File: src/rtl/fetch_pkg.sv
// Shared types for the fetch program counter: FSM state and redirect cause encodings.
package fetch_pkg;

  typedef enum logic [1:0] {
    BOOT   = 2'd0,
    RUN    = 2'd1,
    BUBBLE = 2'd2
  } state_e;

  typedef enum logic [2:0] {
    NONE     = 3'd0,
    TRAP     = 3'd1,
    MISALIGN = 3'd2,
    BRANCH   = 3'd3,
    RET      = 3'd4
  } cause_e;

endpackage

File: src/rtl/ras_stack.sv
// Return-address stack as a circular buffer; a push when full overwrites the oldest entry.
module ras_stack #(
  parameter int unsigned ADDR_WIDTH = 32,
  parameter int unsigned RAS_DEPTH  = 4
) (
  input  logic                         clk,
  input  logic                         reset,
  input  logic                         i_push,
  input  logic                         i_pop,
  input  logic [ADDR_WIDTH-1:0]        i_push_addr,
  output logic [ADDR_WIDTH-1:0]        o_top_addr,
  output logic [$clog2(RAS_DEPTH):0]   o_count
);

  localparam int unsigned PTR_W = $clog2(RAS_DEPTH);
  localparam int unsigned CNT_W = PTR_W + 1;

  logic [ADDR_WIDTH-1:0] r_mem [RAS_DEPTH];
  logic [PTR_W-1:0]      r_top;
  logic [CNT_W-1:0]      r_count;
  logic [PTR_W-1:0]      w_next_top;
  logic                  w_empty;
  logic                  w_full;
  logic                  w_pop_ok;

  assign w_empty    = (r_count == '0);
  assign w_full     = (r_count == CNT_W'(RAS_DEPTH));
  assign w_pop_ok   = i_pop && !w_empty;
  assign w_next_top = r_top + 1'b1;

  assign o_top_addr = r_mem[r_top];
  assign o_count    = r_count;

  // Simultaneous push and pop replaces the top entry in place.
  always_ff @(posedge clk) begin
    if (reset) begin
      r_top   <= '1;
      r_count <= '0;
    end else if (i_push && !w_pop_ok) begin
      r_top <= w_next_top;
      if (!w_full) begin
        r_count <= r_count + 1'b1;
      end
    end else if (w_pop_ok && !i_push) begin
      r_top   <= r_top - 1'b1;
      r_count <= r_count - 1'b1;
    end
  end

  always_ff @(posedge clk) begin
    if (i_push) begin
      if (w_pop_ok) begin
        r_mem[r_top] <= i_push_addr;
      end else begin
        r_mem[w_next_top] <= i_push_addr;
      end
    end
  end

endmodule

File: src/rtl/fetch_pc.sv
// Fetch program counter: sequential advance, prioritised redirects, trap bubble and a return-address stack.
module fetch_pc
  import fetch_pkg::*;
#(
  parameter int unsigned           ADDR_WIDTH  = 32,
  parameter logic [ADDR_WIDTH-1:0] START_ADDR  = '0,
  parameter int unsigned           INSTR_BYTES = 4,
  parameter logic [ADDR_WIDTH-1:0] TRAP_VECTOR = 'h100,
  parameter int unsigned           RAS_DEPTH   = 4
) (
  input  logic                       clk,
  input  logic                       reset,
  output logic [ADDR_WIDTH-1:0]      fetch_addr,
  output logic                       fetch_valid,
  input  logic                       fetch_ready,
  input  logic                       branch_taken,
  input  logic [ADDR_WIDTH-1:0]      branch_target,
  input  logic                       call,
  input  logic                       ret,
  input  logic                       trap,
  output logic                       misaligned,
  output logic                       ras_underflow,
  output logic [$clog2(RAS_DEPTH):0] ras_count
);

  localparam int unsigned           CNT_W      = $clog2(RAS_DEPTH) + 1;
  localparam logic [ADDR_WIDTH-1:0] ALIGN_MASK = ADDR_WIDTH'(INSTR_BYTES - 1);
  localparam logic [ADDR_WIDTH-1:0] STEP       = ADDR_WIDTH'(INSTR_BYTES);

  state_e                r_state;
  state_e                w_state_next;
  cause_e                w_cause;
  logic [ADDR_WIDTH-1:0] r_pc;
  logic [ADDR_WIDTH-1:0] w_pc_next;
  logic [ADDR_WIDTH-1:0] w_seq_pc;
  logic [ADDR_WIDTH-1:0] w_ras_top;
  logic [CNT_W-1:0]      w_ras_count;
  logic                  w_run;
  logic                  w_accept;
  logic                  w_push;
  logic                  w_pop;
  logic                  w_underflow;
  logic                  r_misaligned;
  logic                  r_ras_underflow;

  assign w_run    = (r_state == RUN);
  assign w_accept = w_run && fetch_ready;
  assign w_seq_pc = r_pc + STEP;

  // Trap is honoured in every state; all other redirects only while running.
  always_comb begin
    w_cause = NONE;
    if (trap) begin
      w_cause = TRAP;
    end else if (w_run) begin
      if (branch_taken && ((branch_target & ALIGN_MASK) != '0)) begin
        w_cause = MISALIGN;
      end else if (branch_taken) begin
        w_cause = BRANCH;
      end else if (ret && (w_ras_count != '0)) begin
        w_cause = RET;
      end
    end
  end

  // Calls push their return address even when a branch redirects the same cycle.
  assign w_push      = w_accept && call && !trap;
  assign w_pop       = (w_cause == RET);
  assign w_underflow = w_run && ret && (w_ras_count == '0) && !trap && !branch_taken;

  always_comb begin
    w_pc_next = r_pc;
    case (w_cause)
      TRAP, MISALIGN: w_pc_next = TRAP_VECTOR;
      BRANCH:         w_pc_next = branch_target;
      RET:            w_pc_next = w_ras_top;
      default:        w_pc_next = w_accept ? w_seq_pc : r_pc;
    endcase
  end

  always_ff @(posedge clk) begin
    if (reset) begin
      r_state <= BOOT;
    end else begin
      r_state <= w_state_next;
    end
  end

  always_comb begin
    w_state_next = r_state;
    case (r_state)
      BOOT:    w_state_next = trap ? BUBBLE : RUN;
      RUN: begin
        if ((w_cause == TRAP) || (w_cause == MISALIGN)) begin
          w_state_next = BUBBLE;
        end
      end
      BUBBLE:  w_state_next = trap ? BUBBLE : RUN;
      default: w_state_next = BOOT;
    endcase
  end

  always_comb begin
    fetch_valid = (r_state == RUN);
  end

  always_ff @(posedge clk) begin
    if (reset) begin
      r_pc            <= START_ADDR;
      r_misaligned    <= 1'b0;
      r_ras_underflow <= 1'b0;
    end else begin
      r_pc            <= w_pc_next;
      r_misaligned    <= (w_cause == MISALIGN);
      r_ras_underflow <= w_underflow;
    end
  end

  assign fetch_addr    = r_pc;
  assign misaligned    = r_misaligned;
  assign ras_underflow = r_ras_underflow;
  assign ras_count     = w_ras_count;

  ras_stack #(
    .ADDR_WIDTH (ADDR_WIDTH),
    .RAS_DEPTH  (RAS_DEPTH)
  ) u_ras (
    .clk         (clk),
    .reset       (reset),
    .i_push      (w_push),
    .i_pop       (w_pop),
    .i_push_addr (w_seq_pc),
    .o_top_addr  (w_ras_top),
    .o_count     (w_ras_count)
  );

endmodule

File: config.mk
export PLATFORM = sky130hd
export DESIGN_NAME = fetch_pc
export DESIGN_NICKNAME = d
export VERILOG_FILES = /design/src/rtl/fetch_pkg.sv /design/src/rtl/ras_stack.sv /design/src/rtl/fetch_pc.sv
export SDC_FILE = /design/constraint.sdc
export NUM_CORES = 1
export LEC_CHECK = 0
export CORE_MARGIN = 10
export CORE_UTILIZATION = 45
export CTS_CLUSTER_SIZE = 24
export DETAILED_ROUTE_END_ITERATION = 8
export GPL_TIMING_DRIVEN = 0
export MAX_ROUTING_LAYER = met4
export PLACE_DENSITY = 0.66
export SLEW_MARGIN = 20
export SYNTH_ARGS = -nofsm -noshare
export SYNTH_HDL_FRONTEND = slang
export SYNTH_SLANG_ARGS = --single-unit
File: constraint.sdc
create_clock -name clk -period 10.7 [get_ports clk]
set_clock_uncertainty 0.1 [all_clocks]
set_input_delay 2.675 -clock clk [delete_from_list [all_inputs] [get_ports clk]]
set_output_delay 2.675 -clock clk [all_outputs]
set_load 0.03 [all_outputs]
After elaboration in Yosys (flattened, before gate mapping). Memory sizes are Yosys's and may differ from the RTL's. A register that Yosys moved wholly into a read port is not among the register bits. Index checks and enable logic that the tools add are counted.

Memory bits (writable): 128. Flip-flop bits (word level): 41. Logic and storage cells: 75. Memories kept: 1.

Reductions and logical operators: 28. Equal/unequal tests: 9. Add/subtract/negate cells: 5. Multiplexer cells: 26.

Memories: u_ras.r_mem (depth 4, width 32, rd ports 1, clocked after Yosys merged registers in 1, wr ports 1, line ras_stack.sv:18) `logic [ADDR_WIDTH-1:0] r_mem [RAS_DEPTH];`.

Operators by type and width (count): $pmux W32 S3 (1); $mux W32 (2); $add A32 B3 Y32 const B (1); $reduce_bool A32 Y1 (1); $reduce_or A32 Y1 (1); $mux W3 (8); $mux W2 (7); $logic_and A1 B1 Y1 (12); $mux W1 (7); $eq A3 B2 Y1 const B (2); $eq A3 B3 Y1 const B (2); $logic_not A1 Y1 (5); $pmux W2 S2 (1); $reduce_bool A4 Y1 (1); $reduce_or A2 Y1 (2); $add A3 B1 Y3 const B (1); $eq A3 B1 Y1 const B (1); $logic_not A3 Y1 (1); $reduce_bool A3 Y1 (1); $sub A3 B1 Y3 const B (1); $add A2 B1 Y2 const B (1); $eq A2 B1 Y1 const B (1); $eq A2 B2 Y1 const B (1); $logic_not A2 Y1 (1); 6 further kinds (6).

Longest topological paths before layout. Gate-level depths: netlist (run 1).

Word-level depth: 14. Gate-level depth with buffers: 10.

Modules after synthesis. A second synthesis (run 1) with hierarchy kept.

Cells, all modules: 532. Area, all modules: 7647.3 µm².

By module, submodules not included: ras_stack (area an instance 5047.3 µm², seq. area each 3983.8 µm², instances 1, cells each 217); fetch_pc (area an instance 2600.0 µm², seq. area each 720.7 µm², instances 1, cells each 315).

Least setup slack after synthesis (run 1). Ideal clock, no wire load.

Kind: input port to flip-flop. Start point: input port trap. End point: memory u_ras.r_mem[0][0], enable pin. Path slack: 3.884 ns. Library setup time: 0.461 ns. Stages on the path: 7. Arrival: 6.255 ns. Cell sequence: nor3b_1 > and3_1 > ha_1 > clkbuf_1 > inv_1 > ha_1 > nor3_1.

Word-level cells in the longest chain between the ends: 8.

RTL lines: start, declared (line fetch_pc.sv:20) `input logic trap,`; $mux W3 (line fetch_pc.sv:53) `if (trap) begin`; $eq A3 B3 Y1 (line fetch_pc.sv:68) `assign w_pop = (w_cause == RET);`; $logic_and A1 B1 Y1 (line ras_stack.sv:28) `assign w_pop_ok = i_pop && !w_empty;`; $mux W1 (line ras_stack.sv:52) `if (w_pop_ok) begin`; $mux W1 (line ras_stack.sv:51) `if (i_push) begin`; $mux W1 (implied by the code) (line ras_stack.sv:55) `r_mem[w_next_top] <= i_push_addr;`; $reduce_or A32 Y1 (no source line); $mux W2 (no source line) / $mux W1 (equally long branches); end, declared (line ras_stack.sv:18).

Several ways; a longest one is shown, not always the timed one.

Final worst setup path (run 1).
Start point: input port trap. End point: memory u_ras.r_mem[3][16], enable pin.

Same word-level chain as after synthesis.

==> results of run 1 <==
==> final cells by class <==
cell class,instances,area [µm²]
flip-flops and latches,171,4700
fillers,1301,7110
inverters,19,71.3
repair buffers,86,881
plain buffers,36,151
multi-input cells,320,2680
clock buffers,17,425
well taps,220,275
clock inverters,15,221
==> routing by layer <==
| metal | vias to the layer above | track usage (%) | share of wire (%) |
|---|---|---|---|
| met2 | 295 | 28.5 | 46 |
| met4 | 0 | 7.97 | 2.7 |
| met5 | - | - | 0 |
| li1 | 2377 | - | - |
| met1 | 2682 | 25.1 | 43 |
| met3 | 40 | 4.77 | 8.4 |
==> cell families (layout without fill, tap and decap cells) <==
group                    count (synthesis)  after routing  share of synthesized area [%]
flip-flops                             171            171                           62.0
AND/OR/NAND/NOR                        146            146                           10.6
AO/OA/AOI/OAI                          104            104                           10.1
buffers and inverters                   55            173                           2.94
multiplexers                            35             35                           9.90
XOR/XNOR                                29             29                           3.35
adder cells (fa/ha/maj)                  6              6                           1.09
==> how the worst max path moves through the flow <==
stage	startpoint	to	slack, ns	depth (start not counted)
floorplan	trap	u_ras.r_mem[0][0]$_DFFE_PP_	3.88	7
global placement	trap	u_ras.r_mem[0][25]$_DFFE_PP_	0.96	8
detailed placement	trap	u_ras.r_mem[3][11]$_DFFE_PP_	4.45	10
CTS	trap	u_ras.r_mem[3][8]$_DFFE_PP_	4.89	10
global route	trap	u_ras.r_mem[3][16]$_DFFE_PP_	4.68	10
finish	trap	u_ras.r_mem[3][16]$_DFFE_PP_	4.90	10
==> worst reg2reg max path, delay by kind of cell (launching register included) <==
kind                       cells  cell delay, ns
buffers and inverters          3            0.67
adders and majority gates      2            0.56
and+or+nand+nor                4            1.37
DFF                            1            0.39
==> sequential cells by signal, indices dropped and copies added (netlist names), named ones only <==
signal         count
u_ras.r_top        2
u_ras.r_mem      128
u_ras.o_count      3
r_state            2
fetch_addr        32
misaligned         1
ras_underflow      1
==> stage by stage <==
stage | instances | hold WS (ns) | utilization [%]
after CTS | 884 | 0.400 | 57.0
after global routing | 884 | 0.431 | 57.0
final | 884 | 0.402 | 57.0
after detailed placement | 852 | 0.390 | 53.0
after global placement | 841 | 0.370 | 52.1
after floorplan | 546 | 0.352 | -
==> synth_stat cells, types with 13 or more instances <==
| library cell | number |
|---|---|
| edfxtp_1 | 128 |
| dfxtp_1 | 43 |
| nor2_1 | 34 |
| mux4_2 | 32 |
| clkbuf_1 | 24 |
| nand2_1 | 24 |
| nor3_1 | 23 |
| a21oi_1 | 21 |
| inv_1 | 19 |
| xnor2_1 | 17 |
| a221oi_1 | 14 |
| nand3_1 | 13 |
==> layout by cell type, fill, tap and decap left out, types with 8 or more instances in the layout <==
cell type,netlist,layout
nor2_1,34,32
xnor2_1,17,17
a22oi_1,12,12
clkbuf_1,24,24
buf_4,2,9
a211oi_1,8,8
inv_1,19,19
a21oi_1,21,21
clkdlybuf4s50_1,0,75
a221oi_1,14,14
mux4_2,32,32
nor3_1,23,21
xor2_1,12,12
dfxtp_1,43,43
clkbuf_16,0,17
nand2_1,24,24
nand3_1,13,13
edfxtp_1,128,128
==> report_power, final <==
part | switching (mW) | total (mW) | leakage [nW] | internal (mW)
logic | 0.0647 | 0.111 | 1.29 | 0.0463
clock network | 0.262 | 0.675 | 0.303 | 0.414
registers | 0.0152 | 0.735 | 1.58 | 0.720
total | 0.341 | 1.52 | 3.17 | 1.18
==> results.sh, run 1 <==
export IMPL_async_flop_share_pct=0
export IMPL_yosys_area_top_type="edfxtp_1"
export IMPL_grt_pass1_vias=5463
export IMPL_timing_fmax_ghz=0.172
export IMPL_endpoint_kind="flop"
export IMPL_grt_max_degree=19
export IMPL_cts_tree="done"
export IMPL_yosys_register_bits=171
export IMPL_reg2reg_depth=9
export IMPL_wl_per_cell_um=23.6
export IMPL_cts_buffers=17
export IMPL_rsz0062_at_grt="no"
export IMPL_clockBufferDepth=2
export IMPL_crit_slowest_cell="clkdlybuf4s50_1"
export IMPL_gp_congestion=0.882
export IMPL_ios=77
export IMPL_grt_pass1_wl_um=31800
export IMPL_synth_top_area_share_pct=50.7
export IMPL_hpwlAfterDp_um=14600
export IMPL_placed_cell_area_mm2=0.00877
export IMPL_final_setup_tns_ns=0
export IMPL_power_leakage_nw=3.17
export IMPL_final_nets=696
export IMPL_ys_warn_count=0
export IMPL_holdCritStartpoint="r_state[1]$_SDFFE_PP0P_"
export IMPL_first_pass_iters=6
export IMPL_syn2layout_area_growth_pct=24.1
export IMPL_fp_dieH_um=150
export IMPL_dp_slack_ns=4.45
export IMPL_dieWidth_um=150
export IMPL_synth_edff_count=128
export IMPL_cpMostUsedCell="ha_1"
export IMPL_ant_nets=0
export IMPL_status="finished, final reports clean"
export IMPL_ff2ff_setup_slack_ns=7.30
export IMPL_routed_wl_um=20800
export IMPL_grt_use_total_pct=19.3
export IMPL_syn_inst=546
export IMPL_std_cell_rows=47
export IMPL_clock_root_buffer="clkbuf_16"
export IMPL_setup_ws_ns=4.90
export IMPL_cts_sinks=171
export IMPL_hold_class="reg2reg"
export IMPL_cp_slowest_stage_delay_ns=0.53
export IMPL_crit_buf_inv=4
export IMPL_initial_core_util_pct=45.9
export IMPL_setup_viol=0
export IMPL_max_cap_violations=0
export IMPL_syn_area_mm2=0.00758
export IMPL_path_clk_slew_ns=0.07
export IMPL_worstHoldPathCells=1
export IMPL_viasPerCell=6.10
export IMPL_post_route_period_util_pct=54.2
export IMPL_startpoint_type="input port"
export IMPL_power_mw=1.52
export IMPL_power_per_cell_area_mw_per_mm2=162
export IMPL_synth_top_cells_by_area="edfxtp_1 (51%), dfxtp_1 (11%), mux4_2 (9.5%)"
export IMPL_r2r_end="u_ras.r_mem[3][16]$_DFFE_PP_"
export IMPL_period_needed_ns=5.80
export IMPL_grt_overflow_total=0
export IMPL_vias=5394
export IMPL_ctsResizeCount=0
export IMPL_drt_iter0_drc=688
export IMPL_design_area_mm2=0.00941
export IMPL_tightest_slew_ns=1.12
export IMPL_postCtsSetupBuffers=0
export IMPL_layout_drive_gt1_share_pct=14.9
export IMPL_ys_types=60
export IMPL_whs_endpoint="r_state[1]$_SDFFE_PP0P_"
export IMPL_design_core_area_mm2=0.0165
export IMPL_seq_area_frac_synth_pct=62.0
export IMPL_finalHoldViolCount=0
export IMPL_die_area_mm2=0.0224
export IMPL_grt_antenna_before_repair=0
export IMPL_maxSlewViolCount=0
export IMPL_drcViolationCount=0
export IMPL_path_max_fanout=17
export IMPL_crit_family="simple AND/OR/NAND/NOR gates"
export IMPL_port_buffers=75
export IMPL_crit_type="in2reg"
export IMPL_clk_latency_ns=0.43
export IMPL_critical_path_required_ns=10.73
export IMPL_r2r_start="r_state[0]$_SDFFE_PP0P_"
export IMPL_relSlewSlack_pct=24.9
export IMPL_synth_top_flop_cell="edfxtp_1"
export IMPL_worstPathCellList="clkdlybuf4s50_1, nor3b_1, and3_1, ha_1, clkbuf_1, inv_1, ha_1, nand2_1, nor2_4, buf_16"
export IMPL_cp_data_arrival_time_ns=5.83
export IMPL_diodes=0
export IMPL_avgSynthCellArea_um2=13.9
export IMPL_ctsHoldBuffers=0
export IMPL_cts_max_level=4
export IMPL_syn_nets=591
export IMPL_peakVddDrop_uv=130
(Power assumes the default switching activity.)
==> inputs of run 2 (changes only) <==
PLACE_DENSITY = 0.68   (was 0.66)
clock period = 5.1 ns   (was 10.7 ns; I/O delays follow)
==> run 2 against run 1 <==
Compared with the run above:
- first-iteration DRC count down 26%
- non-clock buffer count down 1
- register-to-register slack worse by 5.7 ns
- sequential power up 110%
- total power up 110%
- flip-flop and latch count unchanged
- clock power up 100%
- final cell count down 0.23%
- combinational power up 110%
- critical path type unchanged
==> results.sh, run 2 (synthesis gave the netlist of run 1 again) <==
export IMPL_grt_max_degree=22
export IMPL_design_area_mm2=0.00936
export IMPL_gp_congestion=0.839
export IMPL_largest_reg_flops=128
export IMPL_design_core_area_mm2=0.0165
export IMPL_path_max_fanout=8
export IMPL_syn2layout_area_growth_pct=23.4
export IMPL_port_buffers=75
export IMPL_crit_type="in2reg"
export IMPL_finalHoldViolCount=0
export IMPL_critical_path_required_ns=5.14
export IMPL_setup_ws_ns=0.591
export IMPL_grt_pass1_vias=5395
export IMPL_drt_iter0_drc=507
export IMPL_initial_core_util_pct=45.9
export IMPL_std_cell_rows=47
export IMPL_clk_latency_ns=0.44
export IMPL_dieWidth_um=150
export IMPL_ctsHoldBuffers=0
export IMPL_clock_root_buffer="clkbuf_16"
export IMPL_rsz0062_at_grt="no"
export IMPL_power_mw=3.13
export IMPL_clockBufferDepth=2
export IMPL_grt_overflow_total=0
export IMPL_wl_per_cell_um=23.8
export IMPL_first_pass_iters=8
export IMPL_post_route_period_util_pct=88.4
export IMPL_cts_buffers=17
export IMPL_path_clk_slew_ns=0.07
export IMPL_fin_cells=882
export IMPL_cts_max_level=4
export IMPL_grt_antenna_before_repair=0
export IMPL_power_leakage_nw=3.16
export IMPL_maxSlewViolCount=0
export IMPL_status="finished, final reports clean"
export IMPL_setup_viol=0
export IMPL_fp_dieH_um=150
export IMPL_routed_wl_um=21000
export IMPL_layout_drive_gt1_share_pct=14.7
export IMPL_endpoint_kind="flop"
export IMPL_postCtsSetupBuffers=0
export IMPL_whs_ns=0.392
export IMPL_cts_tree="done"
export IMPL_dp_slack_ns=0.206
export IMPL_diodes=0
export IMPL_worstHoldPathCells=1
export IMPL_vias=5352
export IMPL_placed_cell_area_mm2=0.00875
export IMPL_peakVddDrop_uv=237
export IMPL_viasPerCell=6.07
export IMPL_period_needed_ns=4.51
export IMPL_hpwlAfterDp_um=14600
export IMPL_ant_nets=0
export IMPL_ios=77
export IMPL_ctsResizeCount=0
export IMPL_cp_data_arrival_time_ns=4.55
export IMPL_grt_use_total_pct=19.3
export IMPL_top_register="u_ras.r_mem"
export IMPL_tightest_slew_ns=1.05
export IMPL_final_nets=695
export IMPL_dp_cells=851
export IMPL_max_cap_violations=0
export IMPL_hold_class="reg2reg"
export IMPL_drcViolationCount=0
export IMPL_startpoint_type="input port"
export IMPL_power_per_cell_area_mw_per_mm2=334
export IMPL_reg2reg_depth=9
export IMPL_cts_sinks=171
export IMPL_die_area_mm2=0.0224
export IMPL_layout_commonest_cell="edfxtp_1"
export IMPL_grt_pass1_wl_um=31700
export IMPL_layout_common_cells="edfxtp_1 (128), clkdlybuf4s50_1 (75), dfxtp_1 (43), nor2_1 (32), mux4_2 (32)"
export IMPL_timing_fmax_ghz=0.222
export IMPL_relSlewSlack_pct=29.4
==> run 2: changes by cell type in the layout (fill, tap and decap cells not counted), sizes merged <==
cell and delta:
inv +7, clkinv -3, clkinvlp -3, bufinv -2, buf -1
==> run 2: report_power, final <==
| part | internal (mW) | switching, mW |
|---|---|---|
| registers | 1.51 | 0.0307 |
| clock network | 0.781 | 0.575 |
| logic | 0.0972 | 0.137 |
| total | 2.39 | 0.742 |
==> run 2: worst max-delay path, stage by stage <==
cell and delay (ns):
clkdlybuf4s50_1 0.53, nor3b_1 0.43, and3_1 0.27, ha_1 0.20, clkbuf_1 0.26, inv_1 0.12, ha_1 0.35, nor3_2 0.58
buf_4 0.32, buf_4 0.20
==> run 2: layout make-up <==
class	count	area [µm²]
multi-input cells	320	2680
flip-flops and latches	171	4700
clock buffers	17	425
well taps	220	275
inverters	19	71.3
fillers	1327	7160
plain buffers	36	151
clock inverters	14	183
repair buffers	85	870
==> run 2: final timing paths <==
path,slack [ns],to,start
max,0.59,u_ras.r_mem[0][26]$_DFFE_PP_,trap
min,0.39,r_state[1]$_SDFFE_PP0P_,r_state[1]$_SDFFE_PP0P_
max reg2reg,1.61,u_ras.r_mem[0][26]$_DFFE_PP_,r_state[0]$_SDFFE_PP0P_
min reg2reg,0.39,r_state[1]$_SDFFE_PP0P_,r_state[1]$_SDFFE_PP0P_
==> run 2: per-stage QoR <==
stage | utilization [%] | TNS, ns
2_1_floorplan | - | -20.22
3_3_place_gp | 52.1 | -289.12
3_5_place_dp | 53.0 | 0
4_1_cts | 56.7 | 0
5_1_grt | 56.7 | 0
6_report | 56.7 | 0
==> run 2: per-layer routing <==
metal	global-route usage, %	wire length, µm	vias up
met3	5.07	1770	37
met2	28.9	9880	259
met4	7.05	467	0
met1	25.0	8840	2687
li1	-	-	2369
met5	-	0	-
==> inputs of run 3 (changes only) <==
PLACE_DENSITY = 0.66   (was 0.68)
RECOVER_POWER = 25   (was default)
clock period = 4.7 ns   (was 5.1 ns; I/O delays follow)
==> run 3 against run 2 <==
Compared with the run above:
- core utilization is 0.20 points higher
- via count is 0.36% higher
- count of clock-buffer cells in the layout stayed put
- register-to-register slack worse by 0.30 ns
- die area stayed put
- clock power is 13% higher
- sequential power is 8% higher
- final area is 0.36% higher
- non-clock buffer count is 1 higher
- wire length is 0.69% lower
- global-route usage hardly changed
- critical endpoint is now u_ras.r_mem[3][11]$_DFFE_PP_
- largest cell class unchanged
==> results.sh, run 3 (synthesis gave the netlist of run 1 again) <==
export IMPL_status="finished, final reports clean"
export IMPL_internal_power_mw=2.69
export IMPL_power_leakage_nw=3.16
export IMPL_pwr_share_clk_pct=44.5
export IMPL_period_needed_ns=4.40
export IMPL_layout_commonest_cell="edfxtp_1"
export IMPL_critical_path_required_ns=4.74
export IMPL_final_nets=696
export IMPL_fill_cells=1301
export IMPL_cts_tree="done"
export IMPL_ant_nets=0
export IMPL_holdCritStartpoint="r_state[1]$_SDFFE_PP0P_"
export IMPL_power_per_cell_area_mw_per_mm2=369
export IMPL_crit_type="in2reg"
export IMPL_maxSlewViolCount=0
export IMPL_power_frac_comb_pct=7.3
export IMPL_cts_max_level=4
export IMPL_dp_slack_ns=-0.0505
export IMPL_hold_class="reg2reg"
export IMPL_cts_buffers=17
export IMPL_swShare_pct=22.5
export IMPL_layout_drive_gt1_share_pct=14.5
export IMPL_grt_antenna_before_repair=0
export IMPL_clk_latency_ns=0.43
export IMPL_r2r_start="r_state[0]$_SDFFE_PP0P_"
export IMPL_die_area_mm2=0.0224
export IMPL_wl_per_cell_um=23.5
export IMPL_vias=5371
export IMPL_initial_core_util_pct=45.9
export IMPL_grt_use_total_pct=19.3
export IMPL_tightest_slew_ns=1.11
export IMPL_grt_pass1_vias=5463
export IMPL_post_route_period_util_pct=93.7
export IMPL_design_core_area_mm2=0.0165
export IMPL_diodes=0
export IMPL_rsz0062_at_grt="no"
export IMPL_grt_max_degree=19
export IMPL_clockBufferDepth=2
export IMPL_max_cap_violations=0
export IMPL_ff2ff_setup_slack_ns=1.31
export IMPL_grt_overflow_total=0
export IMPL_routed_wl_um=20800
export IMPL_relSlewSlack_pct=25.5
export IMPL_p_switching_uw=780
export IMPL_seqPwrFrac_pct=48.3
export IMPL_setup_ws_ns=0.295
export IMPL_cts_sinks=171
export IMPL_timing_fmax_ghz=0.227
export IMPL_drt_iter0_drc=695
export IMPL_hpwlAfterDp_um=14600
export IMPL_first_pass_iters=5
export IMPL_path_max_fanout=17
export IMPL_clock_root_buffer="clkbuf_16"
export IMPL_layout_common_cells="edfxtp_1 (128), clkdlybuf4s50_1 (73), dfxtp_1 (43), nor2_1 (32), mux4_2 (32)"
export IMPL_reg2reg_depth=9
export IMPL_ctsHoldBuffers=0
export IMPL_postCtsSetupBuffers=0
export IMPL_port_buffers=75
export IMPL_gp_congestion=0.882
export IMPL_peakVddDrop_uv=304
export IMPL_setup_viol=0
export IMPL_cp_data_arrival_time_ns=4.44
export IMPL_std_cell_rows=47
export IMPL_startpoint_type="input port"
export IMPL_worstHoldPathCells=1
export IMPL_dieWidth_um=150
export IMPL_grt_pass1_wl_um=31800
export IMPL_path_clk_slew_ns=0.07
export IMPL_fp_dieH_um=150
export IMPL_drcViolationCount=0
export IMPL_largest_reg_flops=128
export IMPL_startpoint="trap"
export IMPL_finalHoldViolCount=0
export IMPL_ios=77
export IMPL_viasPerCell=6.08
export IMPL_top_register="u_ras.r_mem"
export IMPL_endpoint_kind="flop"
export IMPL_whs_ns=0.401
export IMPL_syn2layout_area_growth_pct=23.9
export IMPL_ctsResizeCount=0
-- run 3: cell count changes in the layout (fill, tap and decap cells not counted), sizes merged --
cell / before / now
buf: 22 / 23
bufinv: 3 / 5
clkdlybuf4s50: 75 / 73
clkinv: 2 / 5
clkinvlp: 1 / 4
dlygate4sd3: 0 / 2
inv: 27 / 20
-- run 3: through the flow --
stage	power (mW)	std cells	TNS [ns]	instance area, µm²	util, %
2_1_floorplan	1.83	546	-39.42	7580	-
3_3_place_gp	1.95	841	-335.70	8610	52.1
3_5_place_dp	1.95	852	-1.59	8770	53.0
4_1_cts	3.47	884	0	9410	57.0
5_1_grt	3.57	884	0	9400	56.9
6_report	3.47	884	0	9400	56.9
-- run 3: power groups by stage --
| stage | logic, mW | clock network [mW] | registers, mW |
|---|---|---|---|
| 3_5_place_dp | 0.249 | 0 | 1.70 |
| 2_1_floorplan | 0.110 | 0 | 1.72 |
| 6_report | 0.252 | 1.54 | 1.67 |
| 3_3_place_gp | 0.243 | 0 | 1.70 |
| 5_1_grt | 0.270 | 1.62 | 1.67 |
| 4_1_cts | 0.251 | 1.55 | 1.67 |
-- run 3: per-layer routing --
metal  part of all wire, %  vias up  GRT usage, %
li1                      -     2373             -
met1                    42     2663          25.1
met2                    46      296          28.5
met3                   9.1       39          4.77
met4                   2.6        0          7.97
met5                     0        -             -
-- run 3: worst paths after layout --
check / endpoint
worst max register to register: u_ras.r_mem[3][11]$_DFFE_PP_
worst max-delay path: u_ras.r_mem[3][11]$_DFFE_PP_
worst min register to register: r_state[1]$_SDFFE_PP0P_
worst min-delay path: r_state[1]$_SDFFE_PP0P_
-- run 3: critical path, stage by stage --
cell and delay (ns):
dlygate4sd3_1 0.64, nor3b_1 0.41, and3_1 0.29, ha_1 0.19, clkbuf_1 0.28, inv_1 0.14, ha_1 0.37, nand2_1 0.16
nor2_4 0.52, buf_16 0.25
-- run 3: cell type report --
class                           count  area, µm²  share of cell area (%)
Sequential cell                   171       4700                    50.1
Multi-Input combinational cell    320       2670                    28.4
Timing Repair Buffer               86        881                    9.37
Clock buffer                       17        425                    4.53
Tap cell                          220        275                    2.93
Clock inverter                     15        221                    2.36
Buffer                             36        151                    1.61
Inverter                           19       71.3                   0.759
